==> src/rtl/led_blinker.sv <==
// Turns request strobes into N visible LED blinks with busy/done handshake.
// Define LED_BLINKER_QUEUE_EN to add a one-deep pending-request slot.
module led_blinker #(
   parameter int ON_MS        = 200,
   parameter int OFF_MS       = 200,
   parameter int CLK_FREQ_MHZ = 50,
   parameter int COUNT_W      = 4
) (
   input  logic               clk_50MHz,
   input  logic               rst_n,
   input  logic               req,
   input  logic [COUNT_W-1:0] req_count,
   output logic               led_out,
   output logic               busy,
   output logic               done
);

   localparam int ON_CYC  = ON_MS * CLK_FREQ_MHZ * 1000;
   localparam int OFF_CYC = OFF_MS * CLK_FREQ_MHZ * 1000;
   localparam int MAX_CYC = (ON_CYC > OFF_CYC) ? ON_CYC : OFF_CYC;
   localparam int TMR_W   = $clog2(MAX_CYC + 1);
   localparam logic [TMR_W-1:0] ON_LAST  = TMR_W'(ON_CYC - 1);
   localparam logic [TMR_W-1:0] OFF_LAST = TMR_W'(OFF_CYC - 1);

   typedef enum logic [1:0] {
      S_IDLE,
      S_ON,
      S_OFF
   } state_t;

   state_t             r_state;
   state_t             w_state_nxt;
   logic [TMR_W-1:0]   r_timer;
   logic [TMR_W-1:0]   w_timer_nxt;
   logic [COUNT_W-1:0] r_remain;
   logic [COUNT_W-1:0] w_remain_nxt;
   logic [COUNT_W-1:0] w_remain_dec;
   logic               w_done_nxt;
   logic               w_req_ok;
   logic               r_led;
   logic               r_busy;
   logic               r_done;

`ifdef LED_BLINKER_QUEUE_EN
   logic               r_pend_vld;
   logic               w_pend_vld_nxt;
   logic [COUNT_W-1:0] r_pend_cnt;
   logic [COUNT_W-1:0] w_pend_cnt_nxt;
`endif

   assign w_req_ok     = req && (req_count != '0);
   assign w_remain_dec = r_remain - 1'b1;

   always_comb begin
      w_state_nxt  = r_state;
      w_timer_nxt  = r_timer;
      w_remain_nxt = r_remain;
      w_done_nxt   = 1'b0;
`ifdef LED_BLINKER_QUEUE_EN
      w_pend_vld_nxt = r_pend_vld;
      w_pend_cnt_nxt = r_pend_cnt;
      // A request landing on the final OFF cycle overwrites the slot and is consumed below.
      if (w_req_ok && (r_state != S_IDLE)) begin
         w_pend_vld_nxt = 1'b1;
         w_pend_cnt_nxt = req_count;
      end
`endif
      case (r_state)
         S_IDLE: begin
            if (w_req_ok) begin
               w_remain_nxt = req_count;
               w_timer_nxt  = '0;
               w_state_nxt  = S_ON;
            end
         end
         S_ON: begin
            if (r_timer == ON_LAST) begin
               w_timer_nxt = '0;
               w_state_nxt = S_OFF;
            end else begin
               w_timer_nxt = r_timer + 1'b1;
            end
         end
         S_OFF: begin
            if (r_timer == OFF_LAST) begin
               w_timer_nxt  = '0;
               w_remain_nxt = w_remain_dec;
               if (w_remain_dec != '0) begin
                  w_state_nxt = S_ON;
               end else begin
                  w_done_nxt  = 1'b1;
                  w_state_nxt = S_IDLE;
`ifdef LED_BLINKER_QUEUE_EN
                  if (w_pend_vld_nxt) begin
                     w_state_nxt    = S_ON;
                     w_remain_nxt   = w_pend_cnt_nxt;
                     w_pend_vld_nxt = 1'b0;
                  end
`endif
               end
            end else begin
               w_timer_nxt = r_timer + 1'b1;
            end
         end
         default: w_state_nxt = S_IDLE;
      endcase
   end

   // Outputs are decoded from the next state so they land in the same cycle as the state.
   always_ff @(posedge clk_50MHz or negedge rst_n) begin
      if (!rst_n) begin
         r_state  <= S_IDLE;
         r_timer  <= '0;
         r_remain <= '0;
         r_led    <= 1'b0;
         r_busy   <= 1'b0;
         r_done   <= 1'b0;
      end else begin
         r_state  <= w_state_nxt;
         r_timer  <= w_timer_nxt;
         r_remain <= w_remain_nxt;
         r_led    <= (w_state_nxt == S_ON);
         r_busy   <= (w_state_nxt != S_IDLE);
         r_done   <= w_done_nxt;
      end
   end

`ifdef LED_BLINKER_QUEUE_EN
   always_ff @(posedge clk_50MHz or negedge rst_n) begin
      if (!rst_n) begin
         r_pend_vld <= 1'b0;
         r_pend_cnt <= '0;
      end else begin
         r_pend_vld <= w_pend_vld_nxt;
         r_pend_cnt <= w_pend_cnt_nxt;
      end
   end
`endif

   assign led_out = r_led;
   assign busy    = r_busy;
   assign done    = r_done;

endmodule

==> config.mk <==
export PLATFORM = sky130hd
export DESIGN_NAME = led_blinker
export DESIGN_NICKNAME = d
export VERILOG_FILES = /design/src/rtl/led_blinker.sv
export SDC_FILE = /design/constraint.sdc
export NUM_CORES = 1
export LEC_CHECK = 0
export ABC_AREA = 1
export CORE_MARGIN = 5
export CORE_UTILIZATION = 35
export CTS_BUF_LIST = sky130_fd_sc_hd__clkbuf_2 sky130_fd_sc_hd__clkbuf_4 sky130_fd_sc_hd__clkbuf_8
export CTS_CLUSTER_SIZE = 20
export DETAILED_ROUTE_END_ITERATION = 10
export PLACE_DENSITY = 0.59
export SLEW_MARGIN = 0
export SYNTH_ARGS = -nofsm -noshare
export SYNTH_HDL_FRONTEND = slang
export SYNTH_SLANG_ARGS = --single-unit
==> constraint.sdc <==
create_clock -name clk_50MHz -period 2.1 [get_ports clk_50MHz]
set_input_delay 0.315 -clock clk_50MHz [delete_from_list [all_inputs] [get_ports clk_50MHz]]
set_output_delay 0.315 -clock clk_50MHz [all_outputs]
set_load 0.05 [all_outputs]
=== Word level (Yosys, flattened, before mapping) ===
Cells that the tools add are included.
W data, S select, Z words.

* Flip-flop bits (word level): 33
* Latch bits: 0
* RAM bits: 0
* Memory bits (read-only): 0
* Input port bits: 7
* Output and inout port bits: 3
* Word-level logic and storage cells: 38
* Memories kept: 0

* Add/subtract/negate cells: 2
* Multipliers: 0
* Divide/modulo/power cells: 0
* Order comparisons: 0
* Equal/unequal tests: 6
* Shift-type cells: 0
* Multiplexer cells: 14
* Bitwise operators: 0
* Reductions and logical operators: 10

{| class="wikitable"
|+ Operators with widths
! kind !! count
|-
| $mux W24 || 2
|-
| $pmux W24 S2 || 1
|-
| $add A24 B1 Y24 const B || 1
|-
| $eq A24 B24 Y1 const B || 1
|-
| $mux W4 || 2
|-
| $pmux W4 S2 || 1
|-
| $reduce_bool A4 Y1 || 2
|-
| $mux W2 || 3
|-
| $pmux W2 S3 || 1
|-
| $reduce_bool A2 Y1 || 3
|-
| $eq A2 B1 Y1 const B || 2
|-
| $mux W1 || 4
|-
| $ne A2 B2 Y1 const B || 2
|-
| $sub A4 B1 Y4 const B || 1
|-
| $reduce_and A3 Y1 || 1
|-
| $eq A2 B2 Y1 const B || 1
|-
| $logic_not A2 Y1 || 1
|-
| $reduce_and A2 Y1 || 1
|-
| $reduce_or A2 Y1 || 1
|-
| $logic_and A1 B1 Y1 || 1
|}

=== Logic depth before layout (Yosys ltp) ===
* Word-level depth: 6
* Gate-level depth with buffers: 11
* Gate-level depth less buffers: 11

=== Worst setup path before layout ===
OpenSTA, ideal clock, no wires.

* Path type: reg2reg
* Start point: reg r_state[0]
* End point: reg r_timer[13]
* Arrival time: 1,650 ps
* Required time: 2,014 ps
* Path slack: 364 ps
* Stages on the path, launching flop included: 8
* Buffers on the path: 2
* Clock period less this slack: 1,736 ps
* Cells stage by stage: dfrtp_1 -> inv_1 -> ha_1 -> clkbuf_1 -> o21ai_0 -> clkbuf_1 -> nor3_1 -> nor3_1

* Word-level cells in the longest chain between the ends: 4

{| class="wikitable"
|+ Ends and longest elaborated chain
! item !! line !! text
|-
| from (decl) || 31 || <nowiki>state_t r_state;</nowiki>
|-
| from (signal assigned) || 119 || <nowiki>r_state <= w_state_nxt;</nowiki>
|-
| $eq A2 B2 Y1 / $eq A2 B1 Y1 (equally long branches) || 68 || <nowiki>case (r_state)</nowiki>
|-
| $reduce_or A2 Y1 (no source line) || -- ||
|-
| $reduce_bool A2 Y1 (no source line) || -- ||
|-
| $reduce_and A2 Y1 (no source line) || -- ||
|-
| to (signal assigned) || 120 || <nowiki>r_timer <= w_timer_nxt;</nowiki>
|-
| to (decl) || 33 || <nowiki>logic [TMR_W-1:0] r_timer;</nowiki>
|}

Parallel ways exist; a longest one is shown, timed or not.
A chain may end at the register's enable or synchronous reset.

=== Worst setup path after layout ===
* Start point: reg r_state[0]
* End point: reg r_timer[4]

The elaborated chain is that of the path after synthesis.

==> flow_summary.toml <==
[synth]
postSynthCellCount = 344
synth.cell_area_um2 = 2260
netlist-cell-type-count = 21
synth-seq-cells = 33
yosysTopAreaCellShare = 0.366
syn-num-nets = 358
yosysSeqAreaShare = 0.366
synth_warnings = 0
synth.avg_cell_area_um2 = 6.56
yosys.area.top_type = "dfrtp_1"
synth.area.top_cells = "dfrtp_1 37%, nand2_1 16%, nor2_1 11%"

[die]
core_area_um2 = 6310
boundaryPins = 10
num_rows = 29
die_area_um2 = 8150
initial_utilization = 0.357
fp.dieW_um = 90.3
fp.dieH_um = 90.3

[final_layout]
num_antenna_cells = 0
final_cell_mix = "91 x nand2_1, 63 x nor2_1, 42 x inv_1"
fin_nets = 376
finalNonFillerCells = 440
drive_gt1_frac = 0.0771
area_growth_pct = 14.5
fillers = 690
stdcell_area_um2 = 2580
final_common_cell = "nand2_1"

[clock_tree]
path_clk_slew_ps = 70
insertion_delay_ps = 290
root_buffer = "clkbuf_8"
cts_htree_levels = 2
cts_buffer_depth = 2
post-cts-setup-buffers = 0
clock_sinks = 33
cts_resized = 0
cts_inserted_buffers = 5
tritoncts = "yes"
cts_hold_buffers = 0

[sta]
clock.fmax_mhz = 507
relSlewSlack = 0.471
skew_ps = 6.04
setup_viol = 0
fin_crit_sh = 0.940
grt_setup_unrepaired = "false"
worst_pin_slew_ps = 785
hold_violations = 0
post-route-min-period_ps = 1970
setup_tns_ps = 0
drv_slew = 0

[route]
antenna_left = 0
wl_um = 5740
drcViolationCount = 0
drtIter0Drc = 170
via_per_inst = 4.84
wire_per_inst_um = 13.0
drt_first_pass_iters = 4
num_vias = 2130

[critical_path]
rrSetupSlack_ps = 130
worstReg2RegStart = "r_state[0]"
crit_type = "reg2reg"
rr_worst_depth = 6
critPathRequiredTime_ps = 2260
start_kind = "register"
cp_max_fo = 5
critPathArrivalTime_ps = 2140
reg2reg_to = "r_timer[4]"
endpoint_kind = "register"

[place]
io_buffers = 9
gp_congestion = 0.932
dpl_cell_area_um2 = 2490
dp.cells = 432
hpwl_um = 4360

[grt]
grt_pass1_vias = 1980
overflow = 0
track_usage = 0.143
grt_pass1_wl_um = 9520
antenna_found_initial = 0
grt_max_degree = 34

[power]
total_power_w = 0.00222
ir_worst_vdd_mv = 0.625
leakagePower_nw = 1.21
p_per_area_nw_per_um2 = 857

[flow_run]
drv_cap = 0

[outcome]
status = "completed"

[hold_path]
hold_class = "in2async"
[state kept, by name, indices dropped and copies added, names as in the netlist]
register	flops
r_timer	24
busy	1
done	1
r_state	2
led_out	1
r_remain	4
[kinds of logic after synthesis]
| group | synth area share |
|---|---|
| compound gates | 0.0799 |
| xor+xnor | 0.0272 |
| fa+ha+maj | 0.0388 |
| buf+inv | 0.0837 |
| flops | 0.366 |
| simple gates | 0.404 |
[power breakdown]
| part | total [W] | switching (W) | leakage (nW) | internal [W] |
|---|---|---|---|---|
| Combinational | 0.000942 | 0.000622 | 0.728 | 0.000319 |
| Sequential | 0.000799 | 0.0000637 | 0.438 | 0.000735 |
| Clock | 0.000475 | 0.000246 | 0.0439 | 0.000229 |
| Total | 0.00222 | 0.000932 | 1.21 | 0.00128 |
[critical path: stages, from the launching register on]
cell and delay [ps]:
dfrtp_1 400, inv_1 130, ha_1 260, o21ai_0 630, nor2_1 180, o21ai_0 190
a21oi_1 60
[area by class of cell]
type / count / area (µm²) / share of cell area
inverter: 43 / 161 / 0.0625
tap: 77 / 96.3 / 0.0373
clock buffer: 5 / 68.8 / 0.0266
multi-input combinational: 262 / 1250 / 0.484
timing repair buffer: 17 / 163 / 0.0630
clock inverter: 3 / 17.5 / 0.00678
sequential: 33 / 826 / 0.320
[cells in the mapped netlist]
| cell type | instances |
|---|---|
| nand4_1 | 13 |
| o31ai_1 | 1 |
| buf_2 | 4 |
| nor3_1 | 7 |
| ha_1 | 7 |
| a21oi_1 | 15 |
| nor2_4 | 1 |
| o21ai_0 | 17 |
| or2_2 | 2 |
| nor3_4 | 1 |
| clkbuf_1 | 2 |
| nand2_1 | 94 |
| inv_1 | 42 |
| xor2_1 | 7 |
| a31oi_1 | 2 |
| nand2_2 | 2 |
| nand3_2 | 1 |
| inv_2 | 1 |
| nand3_1 | 28 |
| dfrtp_1 | 33 |
| nor2_1 | 64 |
[per-stage QoR]
step                      hold slack, ps  worst slack (ps)  utilization
after floorplan                     19.4               364            -
after global placement               529               168        0.394
after detailed placement             531               182        0.394
after CTS                            449               184        0.408
after global routing                 474              31.3        0.409
final                                430               127        0.409
[layer usage]
metal  wire [µm]  up-vias  global-route usage
li1            -     1134                   -
met1        2730      938               0.197
met2        2660       51               0.228
met3         247        7              0.0225
met4         103        0              0.0509
met5           0        -                   0
[worst max path at each step]
stage	startpoint	end	slack (ps)
after global placement	req_count[3]	r_timer[12]	170
after detailed placement	req_count[3]	r_timer[12]	180
after floorplan	r_state[0]	r_timer[13]	360
after global routing	r_state[0]	r_timer[4]	30
after CTS	r_state[0]	r_timer[13]	180
final	r_state[0]	r_timer[4]	130
No activity file was read; power rests on OpenSTA's default activity.
